`config.mk`:
```
export PLATFORM = sky130hd
export DESIGN_NAME = w5300_sram_bus_ctrl
export DESIGN_NICKNAME = d
export VERILOG_FILES = /design/src/rtl/w5300_sram_pkg.sv /design/src/rtl/w5300_sram_phase_cnt.sv /design/src/rtl/w5300_sram_bus_ctrl.sv
export SDC_FILE = /design/constraint.sdc
export NUM_CORES = 1
export LEC_CHECK = 0
export BUFFER_PORTS_ARGS = -buffer_cell sky130_fd_sc_hd__clkbuf_2
export CORE_MARGIN = 8
export CORE_UTILIZATION = 45
export DETAILED_ROUTE_END_ITERATION = 10
export PLACE_DENSITY_LB_ADDON = 0.2
export SLEW_MARGIN = 20
export SYNTH_ARGS = -nofsm -noshare
export SYNTH_HDL_FRONTEND = slang
export SYNTH_SLANG_ARGS = --single-unit
```
`constraint.sdc`:
```
create_clock -name clk -period 2 [get_ports clk]
set_input_delay 0.4 -clock clk [delete_from_list [all_inputs] [get_ports clk]]
set_output_delay 0.4 -clock clk [all_outputs]
set_load 0.03 [all_outputs]
```
`src/rtl/w5300_sram_pkg.sv`:
```
// Shared types and constants for the W5300 byte-wide SRAM bus engine and its
// upstream 16-bit register sequencer.
package w5300_sram_pkg;

  localparam int unsigned W5300_ADDR_W = 10;
  localparam int unsigned W5300_DATA_W = 8;

  // Default bus timing, in clock cycles.
  localparam int unsigned DEF_SETUP_CYC   = 1;
  localparam int unsigned DEF_STROBE_CYC  = 4;
  localparam int unsigned DEF_HOLD_CYC    = 1;
  localparam int unsigned DEF_RECOVER_CYC = 2;
  localparam int unsigned DEF_CNT_W       = 4;

  typedef enum logic [2:0] {
    StIdle,
    StSetup,
    StStrobe,
    StHold,
    StRecover
  } sram_state_e;

  // Counter preload for a phase lasting cyc cycles; a zero-length phase maps to 0.
  function automatic int unsigned phase_load(input int unsigned cyc);
    return (cyc == 0) ? 0 : cyc - 1;
  endfunction

endpackage

```
`src/rtl/w5300_sram_phase_cnt.sv`:
```
// Loadable down-counter that times each bus phase. It stops at zero.
module w5300_sram_phase_cnt #(
  parameter int unsigned CNT_W = 4
) (
  input  logic             clk,
  input  logic             rst_n,
  input  logic             load,
  input  logic [CNT_W-1:0] load_val,
  output logic             zero
);

  logic [CNT_W-1:0] cnt;

  // Load on phase entry, otherwise count down and park at zero.
  always_ff @(posedge clk or negedge rst_n) begin
    if (!rst_n) begin
      cnt <= '0;
    end else if (load) begin
      cnt <= load_val;
    end else if (cnt != '0) begin
      cnt <= cnt - 1'b1;
    end
  end

  assign zero = (cnt == '0);

endmodule

```
`src/rtl/w5300_sram_bus_ctrl.sv`:
```
// W5300 SRAM-style bus engine: one byte read or write per start request with
// programmable setup/strobe/hold/recovery timing. All outputs are registered.
// Optional macro W5300_SRAM_INT_EN adds the w5300_int_n input and irq output.
module w5300_sram_bus_ctrl
  import w5300_sram_pkg::*;
#(
  parameter int unsigned SETUP_CYC   = DEF_SETUP_CYC,
  parameter int unsigned STROBE_CYC  = DEF_STROBE_CYC,
  parameter int unsigned HOLD_CYC    = DEF_HOLD_CYC,
  parameter int unsigned RECOVER_CYC = DEF_RECOVER_CYC,
  parameter int unsigned CNT_W       = DEF_CNT_W
) (
  input  logic                    clk,
  input  logic                    rst_n,
  input  logic                    start,
  input  logic                    operation,
  input  logic [W5300_ADDR_W-1:0] address,
  input  logic [W5300_DATA_W-1:0] wdata,
  output logic                    busy,
  output logic                    data_rdy,
  output logic [W5300_DATA_W-1:0] rdata,
  output logic                    wr_fin_n,
  output logic [W5300_ADDR_W-1:0] w5300_addr,
  output logic [W5300_DATA_W-1:0] w5300_data_o,
  output logic                    w5300_data_oe,
  input  logic [W5300_DATA_W-1:0] w5300_data_i,
  output logic                    w5300_cs_n,
  output logic                    w5300_rd_n,
  output logic                    w5300_wr_n
`ifdef W5300_SRAM_INT_EN
  ,
  input  logic                    w5300_int_n,
  output logic                    irq
`endif
);

  localparam logic [CNT_W-1:0] SetupLd   = CNT_W'(phase_load(SETUP_CYC));
  localparam logic [CNT_W-1:0] StrobeLd  = CNT_W'(phase_load(STROBE_CYC));
  localparam logic [CNT_W-1:0] HoldLd    = CNT_W'(phase_load(HOLD_CYC));
  localparam logic [CNT_W-1:0] RecoverLd = CNT_W'(phase_load(RECOVER_CYC));

  sram_state_e      state;
  logic             op_rd;
  logic             cnt_load;
  logic [CNT_W-1:0] cnt_load_val;
  logic             cnt_zero;

  w5300_sram_phase_cnt #(
    .CNT_W (CNT_W)
  ) u_phase_cnt (
    .clk      (clk),
    .rst_n    (rst_n),
    .load     (cnt_load),
    .load_val (cnt_load_val),
    .zero     (cnt_zero)
  );

  // Preload the phase counter on every state entry that has a timed phase.
  always_comb begin
    cnt_load     = 1'b0;
    cnt_load_val = '0;
    case (state)
      StIdle: begin
        cnt_load     = start;
        cnt_load_val = SetupLd;
      end
      StSetup: begin
        cnt_load     = cnt_zero;
        cnt_load_val = StrobeLd;
      end
      StStrobe: begin
        cnt_load     = cnt_zero;
        cnt_load_val = HoldLd;
      end
      StHold: begin
        cnt_load     = cnt_zero && (RECOVER_CYC != 0);
        cnt_load_val = RecoverLd;
      end
      default: ;
    endcase
  end

  // Access FSM; pin and status outputs are set on the edge entering each phase.
  always_ff @(posedge clk or negedge rst_n) begin
    if (!rst_n) begin
      state         <= StIdle;
      op_rd         <= 1'b0;
      busy          <= 1'b0;
      data_rdy      <= 1'b0;
      wr_fin_n      <= 1'b1;
      rdata         <= '0;
      w5300_addr    <= '0;
      w5300_data_o  <= '0;
      w5300_data_oe <= 1'b0;
      w5300_cs_n    <= 1'b1;
      w5300_rd_n    <= 1'b1;
      w5300_wr_n    <= 1'b1;
    end else begin
      data_rdy <= 1'b0;
      wr_fin_n <= 1'b1;
      case (state)
        StIdle: begin
          if (start) begin
            state      <= StSetup;
            op_rd      <= operation;
            w5300_addr <= address;
            busy       <= 1'b1;
            w5300_cs_n <= 1'b0;
            if (!operation) begin
              w5300_data_o  <= wdata;
              w5300_data_oe <= 1'b1;
            end
          end
        end
        StSetup: begin
          if (cnt_zero) begin
            state      <= StStrobe;
            w5300_rd_n <= ~op_rd;
            w5300_wr_n <= op_rd;
          end
        end
        StStrobe: begin
          if (cnt_zero) begin
            state      <= StHold;
            w5300_rd_n <= 1'b1;
            w5300_wr_n <= 1'b1;
            if (op_rd) begin
              rdata <= w5300_data_i;
            end
            data_rdy <= op_rd;
            wr_fin_n <= op_rd;
          end
        end
        StHold: begin
          if (cnt_zero) begin
            w5300_cs_n    <= 1'b1;
            w5300_data_oe <= 1'b0;
            if (RECOVER_CYC == 0) begin
              state <= StIdle;
              busy  <= 1'b0;
            end else begin
              state <= StRecover;
            end
          end
        end
        StRecover: begin
          if (cnt_zero) begin
            state <= StIdle;
            busy  <= 1'b0;
          end
        end
        default: state <= StIdle;
      endcase
    end
  end

`ifdef W5300_SRAM_INT_EN
  logic int_meta;
  logic int_sync;

  // Two-flop synchronizer on the interrupt pin, then a registered active-high level.
  always_ff @(posedge clk or negedge rst_n) begin
    if (!rst_n) begin
      int_meta <= 1'b1;
      int_sync <= 1'b1;
      irq      <= 1'b0;
    end else begin
      int_meta <= w5300_int_n;
      int_sync <= int_meta;
      irq      <= ~int_sync;
    end
  end
`endif

endmodule

```
# After elaboration in Yosys (flattened, before gate mapping)
# Index checks and enable logic that the tools add are counted.
[word_totals] input_bits=30 word_cells=69 out_inout_bits=33 regBits=41
[op_classes] reduce_logical=16 n_addsub=1 n_eq_ne=10 mux=27 n_bitwise=2
[ops] cell="two-way mux 3 bit" n=5
[ops] cell="case mux 3 bit (5 select lines)" n=1
[ops] cell="AND reduction 3 bit" n=5
[ops] cell="two-way mux 1 bit" n=12
[ops] cell="inequality test 2 bit (second input constant)" n=6
[ops] cell="case mux 1 bit (2 select lines)" n=6
[ops] cell="two-way mux 4 bit" n=2
[ops] cell="nonzero test 2 bit" n=4
[ops] cell="equality test 3 x 2 -> 1 bit (second input constant)" n=2
[ops] cell="AND reduction 5 bit" n=1
[ops] cell="logical NOT 4 bit" n=1
[ops] cell="case mux 2 bit (2 select lines)" n=1
[ops] cell="AND reduction 4 bit" n=1
[ops] cell="nonzero test 4 bit" n=1
[ops] cell="subtractor 4 x 1 -> 4 bit (second input constant)" n=1
[ops] cell="equality test 3 x 1 -> 1 bit (second input constant)" n=1
[ops] cell="equality test 3 bit (second input constant)" n=1
[ops] cell="logical NOT 3 bit" n=1
[ops] cell="OR reduction 3 bit" n=1
[ops] cell="NOT 1 bit" n=2
[ops] cell="AND reduction 2 bit" n=1

# Logic depth before layout (Yosys ltp)
[depth] ltp_word=4 depth_mapped=6 ltp_nobuf=5

# Modules after synthesis
# A second synthesis with hierarchy kept.
[unflattened] hier_cells=127 area_unflattened_um2=1727.9
[modules_own_cells] mod="w5300_sram_bus_ctrl" area_per_inst_um2=1493.9 seq_area_each_um2=930.9 cells_per_inst=105 n_inst=1
[modules_own_cells] mod="w5300_sram_phase_cnt" area_per_inst_um2=234.0 seq_area_each_um2=100.1 cells_per_inst=22 n_inst=1

# Least setup slack after synthesis
# OpenSTA, ideal clock, no wires.
[synth_timing] kind="register to register" from="register u_phase_cnt.cnt[0]" to="register busy" path_buffers=1 stages_incl_launch_ff=7 synth_period_minus_slack_ns=1.743 required_time_ns=1.882 setup_time_ns=0.118 slack_ns=0.257 arrival_ns=1.625 path_cell_list="dfrtp_1 -> inv_1 -> ha_1 -> or3b_1 -> clkbuf_1 -> or3_1 -> a21o_1"
[synth_via] elab_chain_len=3
[synth_rtl] element="start: declaration" line_no="w5300_sram_phase_cnt.sv:12" rtl="logic [CNT_W-1:0] cnt;"
[synth_rtl] element="start signal: assignment" line_no="w5300_sram_phase_cnt.sv:19" rtl="cnt <= load_val;"
[synth_rtl] element="start signal: assignment" line_no="w5300_sram_phase_cnt.sv:21" rtl="cnt <= cnt - 1'b1;"
[synth_rtl] element="logical NOT 4 bit" line_no="w5300_sram_phase_cnt.sv:25" rtl="assign zero = (cnt == '0);"
[synth_rtl] element="inequality test 2 bit (no source line)"
[synth_rtl] element="AND reduction 3 bit (no source line)"
[synth_rtl] element="end signal: assignment" line_no="w5300_sram_bus_ctrl.sv:88" rtl="busy <= 1'b0;"
[synth_rtl] element="end signal: assignment" line_no="w5300_sram_bus_ctrl.sv:107" rtl="busy <= 1'b1;"
[synth_rtl] element="end signal: assignment" line_no="w5300_sram_bus_ctrl.sv:140" rtl="busy <= 1'b0;"
[synth_rtl] element="end: declaration" line_no="w5300_sram_bus_ctrl.sv:19" rtl="output logic busy,"
# Every way passes these cells.
# A chain may end at the register's enable or synchronous reset.

# Final worst setup path
# Same ends and word-level chain as after synthesis.

==> flow_summary.ini <==
[cts]
numClockSinks = 41
cts-root-buf = clkbuf_8
cts_buffers = 5
postCtsHoldBufs = 0
post_cts_resize_count = 0
tritoncts = yes
insertion_delay_ps = 290
clock_tree.htree_level_count = 2
cts-root-to-sink-buffers = 2
clk_pin_slew_worst_setup_hold_paths_ps = 80
post_cts.repair.setup_buffers = 0

[global_route]
grt_first_pass_wirelength_mm = 6.41
antenna_found_initial = 0
aggregate_global_route_resource_usage = 0.131
vias_in_the_first_global_route = 1360
global_route.overflow_total = 0
grt_max_degree = 42

[detailed_routing]
number_of_detailed_route_iterations_in_the_first_pass = 4
drc_errors = 0
detailroute.via_count = 1213
routedWlPerCell_um = 16.1
first_drt_iteration_drcs = 50
antenna_left = 0
totalWireLength_mm = 3.89
vias_per_cell = 5.01

[synth]
yosys_warnings = 0
synth_area_um2 = 1710
yosysUniqueCellTypes = 33
yosys_register_bits = 41
syn_avg_cell_area_um2 = 13.7
synth.net_count = 156
syn_inst = 125
sequential_area_share_after_synthesis = 0.604

[sta]
report.final.hold_viol_count = 0
totalNegativeSetupSlack_ps = 0
max-slew-margin-rel = 0.644
timing.final.ws_setup_ps = 157
final.period_utilization = 0.922
setup_viol = 0
timing.fmax_ghz = 0.542
min_period_ps = 1840
clock-skew-final_ps = 7.05
report.final.slew_viol_count = 0
hold-worst-slack_ps = 160
rsz0062_at_grt = no
worstMarginPinSlew_ps = 527

[setup_path]
cp_top_delay_family = simple AND/OR/NAND/NOR gates
worstRegToRegCells = 5
crit-reg2reg-capture = busy
crit_chain = inv_1 > ha_1 > or3b_1 > or3_1 > a21o_1
worst_path_largest_cell_delay_ps = 460
crit_path_start_kind = flip-flop
worst_setup_path_startpoint = u_phase_cnt.cnt[0]
critPathKind = reg2reg
cp.required_ps = 2190
cell_type_of_the_slowest_stage_on_the_worst_timing_path = or3b_1
r2r-start = u_phase_cnt.cnt[0]
worst-path-buf-inv = 1
endpoint_kind = flip-flop
worst-endpoint-arrival_ps = 2030
worst-path-max-fanout = 6
timing.reg2reg.setup_slack_ps = 160

[placement]
io_buffers = 62
place.detailed.instances = 234
dp_hpwl_mm = 3.00
dp_slack_ps = 186
placedInstanceArea_um2 = 2090
routabilityCongestion = 0.848

[min_path]
hold_path.class = in2async

[cells_and_area]
nets = 224
leading_cell_type_in_the_layout_fill_and_taps_excluded = clkbuf_2
final_layout_size_suffix_gt1_frac = 0.567
final_cells = 242
total_non_filler_cell_area_in_the_finished_layout_um2 = 2210
top_library_cells_by_usage_in_the_layout_fill_and_taps_aside = clkbuf_2 (62), dfrtp_1 (37), mux2_2 (26)
layout_area_overhead_pct = 29.2
antenna_cells_inserted = 0
layout.core_utilization = 0.603
layout.filler_cells = 322

[floorplan]
die_area_um2 = 6020
initial_core_util = 0.467
dieHeight_um = 77.6
num_rows = 22
io_pins = 63
std_cell_core_area_um2 = 3660
fp.dieW_um = 77.6

[job]
max_cap_viol_count = 0

[pwr]
total_power_mw = 4.09
cellLeakagePower_nw = 1.08
vdd.ir_drop.worst_mv = 1.02
pwr_density_cell_nw_per_um2 = 1850

[run_status]
outcome = finished, final reports clean
flip-flops by register name (all words and copies together) (netlist names):
register,cells
w5300_addr,10
rdata,8
w5300_data_o,8
u_phase_cnt.cnt,4
state,3
busy,1
data_rdy,1
op_rd,1
w5300_cs_n,1
w5300_data_oe,1
w5300_rd_n,1
w5300_wr_n,1
wr_fin_n,1
logic make-up (layout without fill, tap and decap cells):
kind of cell             count (synthesis)  after routing  synth area share
flip-flops                              41             41             0.604
XOR/XNOR                                 3              3            0.0154
adder cells (fa/ha/maj)                  1              1           0.00732
multiplexers                            26             26             0.171
AND/OR/NAND/NOR                         26             26             0.106
buffers and inverters                   13             82            0.0330
AO/OA/AOI/OAI                           15             15            0.0630
layer usage:
| metal | vias up | track usage | part of all wire |
|---|---|---|---|
| li1 | 577 | - | - |
| met1 | 595 | 0.147 | 0.40 |
| met2 | 34 | 0.209 | 0.51 |
| met3 | 7 | 0.0518 | 0.067 |
| met4 | 0 | 0.0736 | 0.021 |
| met5 | - | 0 | 0 |
worst max path at each step:
stage                    end  depth (start not counted)
floorplan               busy                          6
global placement        busy                          5
detailed placement      busy                          5
CTS                     busy                          5
global route        rdata[0]                          5
finish                  busy                          5
cell type report:
| cell class | count | area [um^2] | share of cell area |
|---|---|---|---|
| clock buffer | 6 | 82.6 | 0.0374 |
| clock inverter | 2 | 37.5 | 0.0170 |
| inverter | 7 | 26.3 | 0.0119 |
| multi-input combinational | 71 | 621 | 0.281 |
| sequential | 41 | 1030 | 0.467 |
| tap | 48 | 60.1 | 0.0272 |
| timing repair buffer | 67 | 348 | 0.158 |
power breakdown:
part           switching (mW)  internal, mW  total (mW)
clock network           0.284         0.406       0.690
logic                    1.16         0.704        1.87
registers               0.296          1.24        1.53
total                    1.74          2.35        4.09
synth_stat cells (all sizes together):
cell | count | area share
dfrtp | 37 | 0.54
nor2b | 1 | 0.0037
xnor2 | 3 | 0.015
nor4b | 2 | 0.023
nor3b | 1 | 0.0073
nand2 | 1 | 0.0022
o31ai | 1 | 0.0044
dfstp | 4 | 0.062
nand4 | 2 | 0.011
and2b | 1 | 0.0044
a31oi | 4 | 0.015
mux2 | 26 | 0.17
a21oi | 1 | 0.0029
buf | 4 | 0.013
nand3 | 1 | 0.0029
or3 | 1 | 0.0037
a221oi | 1 | 0.0051
a21o | 2 | 0.0088
inv | 7 | 0.015
or2 | 1 | 0.0037
or3b | 1 | 0.0051
nor2 | 7 | 0.015
ha | 1 | 0.0073
nor4bb | 1 | 0.0059
o21a | 1 | 0.0044
nor3 | 5 | 0.015
clkbuf | 2 | 0.0044
o32ai | 1 | 0.0051
and2 | 1 | 0.0037
a211oi | 4 | 0.018
(Power assumes the default switching activity.)
